===== src/rtl/v_latch_arb_pkg.sv =====
// Shared state encoding and counter sizing for the latch-bank gate arbiter.
package v_latch_arb_pkg;
  localparam int CNT_W = 4;

  typedef enum logic [2:0] {
    IDLE    = 3'd0,
    SETUP   = 3'd1,
    GATE    = 3'd2,
    HOLDOFF = 3'd3,
    CLEAR   = 3'd4
  } state_t;
endpackage


===== src/rtl/v_latch_gate_arb_rr_pick.sv =====
// Combinational round-robin search: first requester at or after ptr, wrapping.
module v_rr_pick #(
  parameter int N_REQ = 4,
  parameter int PTR_W = 2
) (
  input  logic [N_REQ-1:0] req,
  input  logic [PTR_W-1:0] ptr,
  output logic [N_REQ-1:0] pick,
  output logic             valid
);
  // Outer loop walks the search order, inner loop keeps every index constant.
  always_comb begin
    pick  = '0;
    valid = 1'b0;
    for (int off = 0; off < N_REQ; off++) begin
      for (int j = 0; j < N_REQ; j++) begin
        if (!valid && req[j] && (((int'(ptr) + off) % N_REQ) == j)) begin
          pick[j] = 1'b1;
          valid   = 1'b1;
        end
      end
    end
  end
endmodule


===== src/rtl/v_latch_gate_arb.sv =====
// Arbitrates N_REQ writers and a clear onto one transparent latch bank; G and D registered.
module v_latch_gate_arb
  import v_latch_arb_pkg::*;
#(
  parameter int N_REQ = 4,
  parameter int WIDTH = 8,
  parameter int HOLD  = 2
) (
  input  logic                   C,
  input  logic                   R,
  input  logic [N_REQ-1:0]       REQ,
  input  logic [N_REQ*WIDTH-1:0] DIN,
  input  logic                   CLR_REQ,
  output logic                   G,
  output logic [WIDTH-1:0]       D,
  output logic                   CLR,
  output logic [N_REQ-1:0]       GNT,
  output logic [N_REQ-1:0]       ACK,
  output logic                   CLR_ACK,
  output logic                   BUSY
);
  localparam int PTR_W = $clog2(N_REQ);

  state_t           state;
  logic [CNT_W-1:0] cnt;
  logic [PTR_W-1:0] ptr;
  logic [PTR_W-1:0] nxt_ptr;
  logic [N_REQ-1:0] pick;
  logic             pick_vld;
  logic [WIDTH-1:0] pick_data;

  v_rr_pick #(.N_REQ(N_REQ), .PTR_W(PTR_W)) u_pick (
    .req   (REQ),
    .ptr   (ptr),
    .pick  (pick),
    .valid (pick_vld)
  );

  // Pointer holds the next index to search first, so it lands one past the winner.
  always_comb begin
    pick_data = '0;
    nxt_ptr   = '0;
    for (int j = 0; j < N_REQ; j++) begin
      if (pick[j]) begin
        pick_data = DIN[j*WIDTH +: WIDTH];
        nxt_ptr   = (j == N_REQ-1) ? '0 : PTR_W'(j + 1);
      end
    end
  end

  always_ff @(posedge C) begin
    if (R) begin
      state   <= IDLE;
      cnt     <= '0;
      ptr     <= '0;
      G       <= 1'b0;
      D       <= '0;
      CLR     <= 1'b0;
      GNT     <= '0;
      ACK     <= '0;
      CLR_ACK <= 1'b0;
      BUSY    <= 1'b0;
    end else begin
      ACK     <= '0;
      CLR_ACK <= 1'b0;
      case (state)
        IDLE: begin
          if (CLR_REQ) begin
            state   <= CLEAR;
            CLR     <= 1'b1;
            CLR_ACK <= 1'b1;
            BUSY    <= 1'b1;
          end else if (pick_vld) begin
            state <= SETUP;
            GNT   <= pick;
            D     <= pick_data;
            ptr   <= nxt_ptr;
            BUSY  <= 1'b1;
          end
        end
        SETUP: begin
          state <= GATE;
          G     <= 1'b1;
          cnt   <= CNT_W'(HOLD);
        end
        GATE: begin
          if (cnt == CNT_W'(1)) begin
            state <= HOLDOFF;
            G     <= 1'b0;
            ACK   <= GNT;
            cnt   <= '0;
          end else begin
            cnt <= cnt - CNT_W'(1);
          end
        end
        HOLDOFF: begin
          state <= IDLE;
          GNT   <= '0;
          BUSY  <= 1'b0;
        end
        CLEAR: begin
          state <= IDLE;
          CLR   <= 1'b0;
          BUSY  <= 1'b0;
        end
        default: begin
          state <= IDLE;
          G     <= 1'b0;
          CLR   <= 1'b0;
          GNT   <= '0;
          BUSY  <= 1'b0;
        end
      endcase
    end
  end
endmodule

===== config.mk =====
export PLATFORM = sky130hd
export DESIGN_NAME = v_latch_gate_arb
export DESIGN_NICKNAME = d
export VERILOG_FILES = /design/src/rtl/v_latch_arb_pkg.sv /design/src/rtl/v_latch_gate_arb_rr_pick.sv /design/src/rtl/v_latch_gate_arb.sv
export SDC_FILE = /design/constraint.sdc
export NUM_CORES = 1
export LEC_CHECK = 0
export ABC_AREA = 1
export BUFFER_PORTS_ARGS = -buffer_cell sky130_fd_sc_hd__buf_2
export CORE_MARGIN = 2
export CORE_UTILIZATION = 30
export DETAILED_ROUTE_END_ITERATION = 10
export MAX_ROUTING_LAYER = met4
export SETUP_SLACK_MARGIN = 0.2
export SKIP_CTS_REPAIR_TIMING = 1
export SLEW_MARGIN = 10
export SYNTH_ARGS = -nofsm -noshare
export SYNTH_HDL_FRONTEND = slang
export SYNTH_SLANG_ARGS = --single-unit

===== constraint.sdc =====
create_clock -name C -period 4 [get_ports C]
set_input_delay 0.2 -clock C [delete_from_list [all_inputs] [get_ports C]]
set_output_delay 0.2 -clock C [all_outputs]
set_load 0.01 [all_outputs]

# [Yosys cells after proc, flatten, opt, wreduce, memory -nomap -nowiden]
# Index checks and enable logic that the tools add are counted.
# Widths: inputs -> output; s select.
[classes] n_addsub=4 multipliers=0 div_mod_pow=0 magnitude_cmp=0 eq_ne=22 n_shift=0 muxes=56 bitwise=11 n_reduce_logical=67
[op_table] cell="$logic_not 32->1" count=4
[op_table] cell="$mux 1" count=37
[op_table] cell="$mux 8" count=4
[op_table] cell="$logic_and 1x1->1" count=31
[op_table] cell="$eq 3x3->1 const B" count=7
[op_table] cell="$pmux 4 s2" count=2
[op_table] cell="$eq 3x2->1 const B" count=5
[op_table] cell="$logic_not 1->1" count=15
[op_table] cell="$mux 4" count=3
[op_table] cell="$reduce_or 3->1" count=4
[op_table] cell="$reduce_or 2->1" count=5
[op_table] cell="$mux 3" count=3
[op_table] cell="$pmux 3 s3" count=1
[op_table] cell="$ne 2x2->1 const B" count=4
[op_table] cell="$not 1->1" count=8
[op_table] cell="$reduce_and 2->1" count=4
[op_table] cell="$mux 2" count=3
[op_table] cell="$reduce_and 3->1" count=2
[op_table] cell="$add 2x2->2 const B" count=2
[op_table] cell="$eq 2x2->1 const B" count=2
[op_table] cell="$eq 4x1->1 const B" count=1
[op_table] cell="$pmux 1 s2" count=2
[op_table] cell="$sub 4x1->4 const B" count=1
[op_table] cell="$and 1x1->1 const A" count=3
[op_table] cell="other kinds (7)" count=7
[word_totals] regBits=29 latch_bits=0 ram_bits=0 rom_bits=0 inputBits=39 out_inout_bits=20 word_cells=170 mem_count=0

# [Depth between registers and ports, before layout]
# Gate-level depths: netlist (run 1).
[depth] ltp_word=66 ltp_mapped=17 ltp_nobuf=16

# [Cells and area by module]
# Synthesis (run 1) repeated with hierarchy kept, for this count alone.
[unflattened] cells_unflattened=282 area_unflattened_um2=1798.0
[by_module_without_submodules] mod="v_latch_gate_arb" n_inst=1 cells_per_inst=232 area_per_inst_um2=1515.2 seq_area_each_um2=580.6
[by_module_without_submodules] mod="v_rr_pick" n_inst=1 cells_per_inst=50 area_per_inst_um2=282.8 seq_area_each_um2=0.0

# [Worst setup path before layout (run 1)]
# Ideal clock, no wire load.
[synth_path] kind="flip-flop to flip-flop" start="register ptr[1]" end="register D[6]" setup_time_ps=67 t_arrival_ps=1837 required_time_ps=3933 path_slack_ps=2096 path_stages_with_launch=15 path_buffers=2 synth_period_minus_slack_ps=1904 path_cell_list="dfxtp_1 -> buf_6 -> inv_1 -> nand3_1 -> nand3_2 -> nor2_2 -> nand4_2 -> nor2_2 -> nand4_2 -> nor2_2 -> nand4_2 -> o21ai_4 -> buf_6 -> nand2_1 -> a21oi_2"
[synth_via] elab_chain_len=64 elab_cells_between_ends=107 cone_classes="add/sub: 3; eq/ne: 12; mux: 35; bitwise: 3; reduce/logical: 54"
[synth_rtl] element="from (decl)" line="v_latch_gate_arb.sv:26" rtl="logic [PTR_W-1:0] ptr;"
[synth_rtl] element="from (signal assigned)" line="v_latch_gate_arb.sv:77" rtl="ptr <= nxt_ptr;"
[synth_rtl] element="$logic_not 32->1" line="v_latch_gate_arb_rr_pick.sv:17" rtl="if (!valid && req[j] && (((int'(ptr) + off) % N_REQ) == j)) begin"
[synth_rtl] element="$logic_and 1x1->1" line="v_latch_gate_arb_rr_pick.sv:17"
[synth_rtl] element="$mux 1" line="v_latch_gate_arb_rr_pick.sv:17"
[synth_rtl] element="$logic_not 1->1" line="v_latch_gate_arb_rr_pick.sv:17"
[synth_rtl] element="$logic_and 1x1->1 (2 in series)" line="v_latch_gate_arb_rr_pick.sv:17"
[synth_rtl] element="$mux 1" line="v_latch_gate_arb_rr_pick.sv:17"
[synth_rtl] element="$logic_not 1->1" line="v_latch_gate_arb_rr_pick.sv:17"
[synth_rtl] element="$logic_and 1x1->1 (2 in series)" line="v_latch_gate_arb_rr_pick.sv:17"
[synth_rtl] element="[44 not listed]"
[synth_rtl] element="$mux 1" line="v_latch_gate_arb_rr_pick.sv:17"
[synth_rtl] element="$logic_not 1->1" line="v_latch_gate_arb_rr_pick.sv:17"
[synth_rtl] element="$logic_and 1x1->1 (2 in series)" line="v_latch_gate_arb_rr_pick.sv:17"
[synth_rtl] element="$mux 1" line="v_latch_gate_arb_rr_pick.sv:17"
[synth_rtl] element="$logic_not 1->1" line="v_latch_gate_arb_rr_pick.sv:17"
[synth_rtl] element="$logic_and 1x1->1 (2 in series)" line="v_latch_gate_arb_rr_pick.sv:17"
[synth_rtl] element="$mux 1" line="v_latch_gate_arb_rr_pick.sv:17"
[synth_rtl] element="$reduce_and 3->1 (no source line) or $mux 8 (tied branches)"
[synth_rtl] element="to (signal assigned)" line="v_latch_gate_arb.sv:76" rtl="D <= pick_data;"
[synth_rtl] element="to (decl)" line="v_latch_gate_arb.sv:15" rtl="output logic [WIDTH-1:0] D,"
# Several ways; a longest one is shown, not always the timed one.
# A chain may end at the register's enable or synchronous reset.

# [Worst setup path in the final report (run 1)]
[layout_path] start="register ptr[1]" end="register ptr[0]"
[layout_via] elab_chain_len=64 elab_cells_between_ends=107 cone_classes="add/sub: 3; eq/ne: 12; mux: 35; bitwise: 3; reduce/logical: 54"
[layout_rtl] element="$logic_not 32->1" line="v_latch_gate_arb_rr_pick.sv:17"
[layout_rtl] element="$logic_and 1x1->1" line="v_latch_gate_arb_rr_pick.sv:17"
[layout_rtl] element="$mux 1" line="v_latch_gate_arb_rr_pick.sv:17"
[layout_rtl] element="$logic_not 1->1" line="v_latch_gate_arb_rr_pick.sv:17"
[layout_rtl] element="$logic_and 1x1->1 (2 in series)" line="v_latch_gate_arb_rr_pick.sv:17"
[layout_rtl] element="$mux 1" line="v_latch_gate_arb_rr_pick.sv:17"
[layout_rtl] element="$logic_not 1->1" line="v_latch_gate_arb_rr_pick.sv:17"
[layout_rtl] element="$logic_and 1x1->1 (2 in series)" line="v_latch_gate_arb_rr_pick.sv:17"
[layout_rtl] element="[44 not listed]"
[layout_rtl] element="$mux 1" line="v_latch_gate_arb_rr_pick.sv:17"
[layout_rtl] element="$logic_not 1->1" line="v_latch_gate_arb_rr_pick.sv:17"
[layout_rtl] element="$logic_and 1x1->1 (2 in series)" line="v_latch_gate_arb_rr_pick.sv:17"
[layout_rtl] element="$mux 1" line="v_latch_gate_arb_rr_pick.sv:17"
[layout_rtl] element="$logic_not 1->1" line="v_latch_gate_arb_rr_pick.sv:17"
[layout_rtl] element="$logic_and 1x1->1 (2 in series)" line="v_latch_gate_arb_rr_pick.sv:17"
[layout_rtl] element="$mux 1" line="v_latch_gate_arb_rr_pick.sv:17"
[layout_rtl] element="$reduce_and 3->1 (no source line) or $mux 2 (tied branches)"
# Several ways; a longest one is shown, not always the timed one.

==> results of run 1 <==
-- final cells by class --
cell class | instances | area (um2)
timing repair buffer | 58 | 290.3
inverter | 54 | 202.7
multi-input combinational | 195 | 953.4
clock buffer | 7 | 86.33
sequential | 29 | 580.6
fill | 635 | 3405
tap | 72 | 90.09
-- through the flow --
| stage | util [%] | power (mW) | area [um2] | setup slack, ps | instances |
|---|---|---|---|---|---|
| global placement | 37.75 | 0.7274 | 2117 | 1727 | 408 |
| global route | 39.29 | 1.047 | 2203 | 1407 | 415 |
| detailed placement | 37.75 | 0.7282 | 2117 | 1729 | 408 |
| CTS | 39.29 | 0.9741 | 2203 | 1700 | 415 |
| floorplan | - | 0.6264 | 1767 | 2096 | 282 |
| finish | 39.29 | 0.9636 | 2203 | 1722 | 415 |
-- kinds of logic (layout without fill, tap and decap cells) --
kind of cell    Yosys count  count (layout)  synth area share, %
flops                    29              29                32.86
compound gates           47              47                15.30
xor+xnor                  1               1               0.4958
fa+ha+maj                 2               2                1.416
buf+inv                  58             119                13.17
simple gates            145             145                36.76
-- where the power goes --
group	switching, mW	total (mW)	internal [mW]
combinational	0.232	0.366	0.133
sequential	0.0245	0.353	0.329
clock	0.108	0.245	0.136
total	0.365	0.964	0.598
-- final timing paths --
kind | slack, ps | end | cells past startpoint
max reg2reg | 1720 | ptr[0] | 13
min | 240 | state[2] | 3
min reg2reg | 450 | CLR | 2
max | 1720 | ptr[0] | 13
-- cell usage after synthesis --
cell type,number
o21ai_4,1
o21bai_1,1
a21oi_1,29
xor2_1,1
clkbuf_1,2
nand3_1,20
buf_6,2
inv_1,54
nor3_1,2
nand4_2,3
o21ai_0,11
nand3_2,2
nand4_1,7
nand2_1,72
a21oi_2,2
o21bai_2,1
dfxtp_1,29
nor3b_1,1
nor2_1,31
a221oi_1,2
nor2_2,5
ha_1,2
nand2_2,2
-- worst max-delay path: stages (launching register included) --
cell     delay, ps
dfxtp_1        470
inv_1           70
nand3_1        140
nand3_2        100
nor2_2          90
nand4_2        100
nor2_2         130
nand4_2        110
nor2_2         110
nand4_2        130
o21ai_4        440
inv_1          100
o21ai_0         90
a21oi_1         80
-- routing by layer --
metal | vias to the layer above | track usage [%] | part of all wire, %
li1 | 1014 | - | -
met5 | - | - | 0
met3 | 8 | 3.778 | 6.2
met4 | 0 | 6.102 | 1.6
met2 | 61 | 23.42 | 43
met1 | 780 | 18.48 | 49
-- registers in the layout, summed over array words and instances, names as in the netlist --
signal	count
G	1
D	8
GNT	4
CLR	1
CLR_ACK	1
cnt	4
ptr	2
state	3
BUSY	1
ACK	4
==> results.sh, run 1 <==
export IMPL_syn_area_per_cell_um2=6.265
export IMPL_drv_cap=0
export IMPL_cts_tree="built"
export IMPL_gp_congestion=0.9386
export IMPL_grt_max_degree=20
export IMPL_avgRoutedWirePerCell_um=10.56
export IMPL_synth_top_area_share_pct=32.86
export IMPL_insertion_delay_ps=280
export IMPL_path_clk_slew_ps=70
export IMPL_dp_final_hpwl_mm=3.447
export IMPL_crit_fanout=19
export IMPL_ant_nets=0
export IMPL_drive_above_1_share_pct=23.32
export IMPL_seq_area_frac_synth_pct=32.86
export IMPL_cts_made_buffers=5
export IMPL_row_count=27
export IMPL_final_cell_mix="72 x nand2_1, 58 x buf_2, 54 x inv_1, 31 x nor2_1"
export IMPL_mostFrequentLayoutCell="nand2_1"
export IMPL_syn_nets=323
export IMPL_clock_sinks=29
export IMPL_grt_setup_unrepaired="no"
export IMPL_synth_warnings=0
export IMPL_crit_arrival_ps=2440
export IMPL_nets=384
export IMPL_io_pins=59
export IMPL_clock_fmax_mhz=439.0
export IMPL_drt_pass1_iter_count=4
export IMPL_yosysTopAreaCell="dfxtp_1"
export IMPL_fin_tns_setup_ps=0
export IMPL_netlist_area_um2=1767
export IMPL_hp_class="in -> reg"
export IMPL_crit_required_ps=4160
export IMPL_ys_seq_elements=29
export IMPL_netlist_instances=282
export IMPL_area_delta_synth_final_pct=24.72
export IMPL_crit_path_start="ptr[1]"
export IMPL_hold_start="CLR_REQ"
export IMPL_root_buffer="clkbuf_8"
export IMPL_insertedDiodeCount=0
export IMPL_die_width_um=80.74
export IMPL_cts_path_max_buffers=2
export IMPL_tightest_slew_ps=496.4
export IMPL_fin_skew_ps=8.906
export IMPL_cts_max_level=2
export IMPL_vdd_drop_max_v=0.0001631
export IMPL_drv_slew=0
export IMPL_start_util_pct=31.50
export IMPL_die_area_um2=6519
export IMPL_overflow=0
export IMPL_power_density_nw_per_um2=437.3
export IMPL_io_buffers=58
export IMPL_antenna_found_initial=0
export IMPL_die_h_um=80.74
export IMPL_gr_usage_all_layers_pct=14.97
export IMPL_finalCriticalPeriod_ps=2278
export IMPL_drtIter0Drc=48
export IMPL_core_area_um2=5608
export IMPL_start_kind="flop"
export IMPL_synth_cell_types=23
export IMPL_drc=0
export IMPL_whs_ps=238.0
export IMPL_routed_wl_mm=4.382
export IMPL_p_leak_nw=1.179
export IMPL_outcome="finished, final reports clean"
export IMPL_crit_type="reg -> reg"
export IMPL_setup_viol=0
export IMPL_period_share_pct=56.94
export IMPL_finalHoldViolCount=0
export IMPL_end_kind="flop"
export IMPL_reg2reg_from="ptr[1]"
export IMPL_relSlewSlack_pct=66.78
export IMPL_synthTopCellsByArea="dfxtp_1 33%, nand2_1 15%, inv_1 11%"
export IMPL_grt_pass1_wl_mm=7.355
export IMPL_num_vias=1863
export IMPL_grt_pass1_vias=1729
export IMPL_vias_per_cell=4.489
Power figures use the tool's default switching activity.
==> run 2, diff against run 1 <==
--- a/config.mk
+++ b/config.mk
@@ -5,7 +5,7 @@
 export SDC_FILE = /design/constraint.sdc
 export NUM_CORES = 1
 export LEC_CHECK = 0
-export ABC_AREA = 1
+export ABC_AREA = 0
 export BUFFER_PORTS_ARGS = -buffer_cell sky130_fd_sc_hd__buf_2
 export CORE_MARGIN = 2
 export CORE_UTILIZATION = 30
==> constraint.sdc (replaced) <==
create_clock -name C -period 2.3 [get_ports C]
set_input_delay 0.115 -clock C [delete_from_list [all_inputs] [get_ports C]]
set_output_delay 0.115 -clock C [all_outputs]
set_load 0.01 [all_outputs]
==> run 2 against run 1 <==
Clock-buffer cell count unchanged. Final cell count down 25%. Non-clock buffer count grew 3. Routed wire length is 12% lower. Fmax grew 17%. Largest cell class unchanged. Sequential power rose by 69%. Area after synthesis fell by 16%. Core utilization up 1.5 points. Design area is 12% lower. Critical path type unchanged. Critical endpoint is now D[1].
==> results.sh, run 2 <==
export IMPL_outcome="finished, final reports clean"
export IMPL_avgRoutedWirePerCell_um=12.35
export IMPL_ant_nets=0
export IMPL_hp_class="in -> reg"
export IMPL_core_area_um2=4755
export IMPL_synth_top_area_share_pct=39.02
export IMPL_crit_arrival_ps=2140
export IMPL_seq_area_frac_synth_pct=39.02
export IMPL_synth_edf_count=0
export IMPL_antenna_found_initial=0
export IMPL_grt_setup_unrepaired="no"
export IMPL_fin_tns_setup_ps=0
export IMPL_drv_cap=0
export IMPL_clock_sinks=29
export IMPL_num_vias=1531
export IMPL_finalHoldViolCount=0
export IMPL_cts_tree="built"
export IMPL_whs_ps=81.06
export IMPL_die_width_um=74.42
export IMPL_final_cell_mix="58 x buf_2, 29 x dfxtp_1, 23 x nand2_1, 19 x o21ai_0, 12 x a21oi_1"
export IMPL_crit_type="reg -> reg"
export IMPL_tightest_slew_ps=745.9
export IMPL_grt_max_degree=15
export IMPL_root_buffer="clkbuf_8"
export IMPL_start_util_pct=31.29
export IMPL_cts_path_max_buffers=2
export IMPL_syn_area_per_cell_um2=7.913
export IMPL_n_fill_cell=513
export IMPL_relSlewSlack_pct=50.17
export IMPL_dp_final_hpwl_mm=2.877
export IMPL_slowest_stage="or3_1"
export IMPL_gr_usage_all_layers_pct=15.22
export IMPL_die_h_um=74.42
export IMPL_end_kind="flop"
export IMPL_drc=0
export IMPL_period_share_pct=84.48
export IMPL_syn_nets=229
export IMPL_area_delta_synth_final_pct=30.45
export IMPL_setup_viol=0
export IMPL_clock_fmax_mhz=514.6
export IMPL_cp_cell_sequence="or3_1 -> or3_4 -> nor2_2 -> o21ai_0 -> o21ai_0"
export IMPL_overflow=0
export IMPL_netlist_instances=188
export IMPL_fin_skew_ps=4.543
export IMPL_largest_reg_flops=8
export IMPL_slowest_delay_ps=430
export IMPL_yosysTopAreaCell="dfxtp_1"
export IMPL_row_count=25
export IMPL_nets=285
export IMPL_grt_pass1_wl_mm=6.285
export IMPL_fin_cells=312
export IMPL_mostFrequentLayoutCell="buf_2"
export IMPL_insertedDiodeCount=0
export IMPL_grt_pass1_vias=1394
export IMPL_synth_common_cells="29 x dfxtp_1, 23 x nand2_1, 19 x o21ai_0"
export IMPL_dp_cells=304
export IMPL_setup_ws_ps=356.9
export IMPL_netlist_area_um2=1488
export IMPL_crit_required_ps=2500
export IMPL_routed_wl_mm=3.853
export IMPL_synth_main_ff_cell="dfxtp_1"
export IMPL_crit_buf_inv=0
export IMPL_placed_area_um2=1839
export IMPL_start_kind="flop"
export IMPL_synthTopCellsByArea="dfxtp_1 39%, o21ai_0 6.4%, nand2_1 5.8%"
export IMPL_final_area_um2=1941
export IMPL_power_density_nw_per_um2=719.6
export IMPL_insertion_delay_ps=280
export IMPL_crit_fanout=12
export IMPL_async_flop_share_pct=0
export IMPL_gp_congestion=0.7825
export IMPL_path_clk_slew_ps=60
export IMPL_ys_seq_elements=29
export IMPL_fin_util_pct=40.82
export IMPL_p_leak_nw=0.8860
export IMPL_cts_max_level=2
export IMPL_crit_top_cell="o21ai_0"
export IMPL_die_area_um2=5538
export IMPL_synth_warnings=0
export IMPL_seqCellArea_um2=580.6
export IMPL_vias_per_cell=4.907
export IMPL_io_buffers=58
export IMPL_path_delay_family="simple AND/OR/NAND/NOR gates"
export IMPL_drtIter0Drc=75
export IMPL_power_mw=1.396
export IMPL_multiInputGateArea_um2=843.3
export IMPL_drt_pass1_iter_count=4
export IMPL_synth_cell_types=36
export IMPL_vdd_drop_max_v=0.0002001
export IMPL_drv_slew=0
export IMPL_dp_slack_ps=388.4
export IMPL_largest_register="D"
export IMPL_drive_above_1_share_pct=30.20
export IMPL_cts_made_buffers=5
export IMPL_io_pins=59
export IMPL_finalCriticalPeriod_ps=1943
export IMPL_synth_most_common_cell="dfxtp_1"
==> run 2: cell count changes after synthesis, moves of 6 or more <==
cell,before,now
nor3_1,2,8
and2_1,0,7
nand4_1,7,0
a221oi_1,2,8
clkbuf_1,2,11
o21ai_0,11,19
a22o_1,0,8
and3_1,0,10
a21oi_1,29,12
nand2_1,72,23
inv_1,54,5
nor2_1,31,10
nand3_1,20,4
==> run 2: kinds of logic after synthesis <==
| logic type | after synthesis | share of synthesized area [%] |
|---|---|---|
| DFF | 29 | 39.02 |
| and+or+nand+nor | 75 | 25.82 |
| buffers and inverters | 17 | 4.289 |
| muxes | 1 | 0.6729 |
| adders and majority gates | 2 | 1.682 |
| xor gates and xnor gates | 1 | 0.5888 |
| AOI/OAI and AO/OA | 63 | 27.92 |
==> run 2: final cells by class <==
type                            count  area share [%]
Tap cell                           67           4.320
Inverter                            5          0.9671
Clock inverter                      1          0.2579
Multi-Input combinational cell    142           43.46
Timing Repair Buffer               61           16.12
Sequential cell                    29           29.92
Clock buffer                        7           4.965
==> run 2: final timing paths <==
kind,startpoint,to,slack [ps],cells past startpoint
worst max-delay path,state[0],D[1],360,5
worst min-delay path,CLR_REQ,state[0],80,2
worst max register to register,state[0],D[1],360,5
worst min register to register,D[4],D[4],450,2
==> run 2: worst reg2reg max path, delay by kind of cell, from the launching register on <==
family,cells,cell delay [ps]
AOI/OAI and AO/OA,2,320
and+or+nand+nor,3,1130
DFF,1,410
==> run 2: power breakdown <==
part	leakage (nW)	internal [mW]	total [mW]	switching, mW
clock	0.0542	0.270	0.455	0.185
combinational	0.595	0.159	0.346	0.187
sequential	0.237	0.551	0.596	0.0450
==> run 2: routing by layer <==
metal	up-vias	share of wire [%]	GRT usage, %
li1	796	-	-
met1	689	47	19.33
met2	39	46	22.71
met3	7	5.0	4.336
met4	0	1.9	6.151
met5	-	0	-
==> run 3, diff against run 2 <==
==> constraint.sdc (replaced) <==
create_clock -name C -period 1.8 [get_ports C]
set_input_delay 0.09 -clock C [delete_from_list [all_inputs] [get_ports C]]
set_output_delay 0.09 -clock C [all_outputs]
set_load 0.01 [all_outputs]
==> run 3 against run 2 <==
Sequential share of layout area decreased by 1.7 points. Clock power increased by 17%. Core utilization increased by 2.9 points. Combinational power increased by 58%. First-iteration DRC count decreased by 4.0%. Fmax increased by 12%. Flip-flop and latch count unchanged. Global-route usage increased by 0.086 points.
==> results.sh, run 3 (same netlist as run 2, synthesis figures left out) <==
export IMPL_clock_fmax_mhz=577.5
export IMPL_hold_end="state[0]"
export IMPL_cts_path_max_buffers=2
export IMPL_overflow=0
export IMPL_mostFrequentLayoutCell="buf_2"
export IMPL_largest_reg_flops=8
export IMPL_whs_ps=52.79
export IMPL_hp_class="in -> reg"
export IMPL_cp_cell_sequence="or3_4 -> or3_4 -> and3_4 -> or3_4 -> a21oi_2"
export IMPL_nets=296
export IMPL_setup_viol=0
export IMPL_die_area_um2=5538
export IMPL_reg2reg_from="state[1]"
export IMPL_fin_skew_ps=4.383
export IMPL_avgRoutedWirePerCell_um=12.74
export IMPL_die_h_um=74.42
export IMPL_crit_top_cell="or3_4"
export IMPL_start_kind="flop"
export IMPL_vdd_drop_max_v=0.0002894
export IMPL_p_leak_nw=0.9462
export IMPL_drv_cap=0
export IMPL_crit_path_start="state[1]"
export IMPL_cts_max_level=2
export IMPL_outcome="finished, final reports clean"
export IMPL_num_vias=1588
export IMPL_vias_per_cell=4.932
export IMPL_grt_max_degree=15
export IMPL_drt_pass1_iter_count=4
export IMPL_power_density_nw_per_um2=880.4
export IMPL_slowest_delay_ps=370
export IMPL_drc=0
export IMPL_dp_slack_ps=34.06
export IMPL_drive_above_1_share_pct=39.22
export IMPL_area_delta_synth_final_pct=39.70
export IMPL_fin_tns_setup_ps=0
export IMPL_grt_pass1_wl_mm=6.361
export IMPL_gp_congestion=0.7896
export IMPL_drv_slew=0
export IMPL_antenna_found_initial=0
export IMPL_die_width_um=74.42
export IMPL_crit_required_ps=2020
export IMPL_start_util_pct=31.29
export IMPL_crit_type="reg -> reg"
export IMPL_tightest_slew_ps=417.2
export IMPL_insertedDiodeCount=0
export IMPL_path_clk_slew_ps=60
export IMPL_crit_fanout=4
export IMPL_setup_ws_ps=68.52
export IMPL_insertion_delay_ps=280
export IMPL_finalHoldViolCount=0
export IMPL_io_pins=59
export IMPL_largest_register="D"
export IMPL_gr_usage_all_layers_pct=15.31
export IMPL_relSlewSlack_pct=72.19
export IMPL_routed_wl_mm=4.103
export IMPL_dp_final_hpwl_mm=2.914
export IMPL_hold_start="CLR_REQ"
export IMPL_root_buffer="clkbuf_8"
export IMPL_rr_worst_depth=5
export IMPL_row_count=25
export IMPL_drtIter0Drc=72
export IMPL_io_buffers=58
export IMPL_end_kind="flop"
export IMPL_crit_arrival_ps=1950
export IMPL_cts_made_buffers=5
export IMPL_final_cell_mix="58 x buf_2, 24 x dfxtp_1, 23 x nand2_1, 17 x o21ai_0, 13 x buf_4"
export IMPL_slowest_stage="or3_4"
export IMPL_n_fill_cell=508
export IMPL_grt_pass1_vias=1369
export IMPL_finalCriticalPeriod_ps=1731
export IMPL_grt_setup_unrepaired="yes"
export IMPL_hold_depth=2
export IMPL_rr_endpoint="GNT[3]"
export IMPL_clock_sinks=29
export IMPL_ant_nets=0
export IMPL_core_area_um2=4755
export IMPL_cts_tree="built"
export IMPL_r2r_slack_ps=70
export IMPL_period_share_pct=96.19
==> run 3: final cells by class <==
class	count	area (um2)	share of cell area, %
Clock buffer	7	86.33	4.154
Inverter	5	18.77	0.9031
Multi-Input combinational cell	142	903.4	43.47
Sequential cell	29	586.8	28.24
Tap cell	67	83.83	4.034
Timing Repair Buffer	72	399.1	19.21
==> run 3: worst max-delay path, delay by kind of cell (launching register included) <==
| family | cells | cell delay, ps |
|---|---|---|
| compound gates | 1 | 120 |
| flops | 1 | 320 |
| simple gates | 4 | 1230 |
==> run 3: through the flow <==
step | cell area, um2 | cells | total power [mW] | util (%)
2_1_floorplan | 1500 | 188 | 1.076 | -
3_3_place_gp | 1886 | 309 | 1.240 | 39.66
5_1_grt | 2078 | 322 | 1.954 | 43.71
4_1_cts | 1972 | 316 | 1.780 | 41.47
6_report | 2078 | 322 | 1.830 | 43.71
3_5_place_dp | 1886 | 309 | 1.245 | 39.66
==> run 3: how the worst max path moves through the flow <==
stage / to / slack, ps / cells after the start
floorplan: GNT[3] / 100 / 5
global placement: GNT[3] / 70 / 5
detailed placement: D[7] / 30 / 5
CTS: D[7] / 20 / 5
global route: cnt[2] / -3 / 7
finish: GNT[3] / 70 / 5
==> run 3: per-layer routing <==
layer | global-route usage, % | routed length [um] | vias up
met3 | 4.472 | 198 | 5
met5 | - | 0 | -
met4 | 4.762 | 34 | 0
met1 | 21.71 | 2012 | 725
li1 | - | - | 819
met2 | 20.75 | 1858 | 39
==> run 3: report_power, final <==
group          switching, mW  internal [mW]
clock                  0.232          0.302
sequential            0.0417          0.707
combinational          0.287          0.260
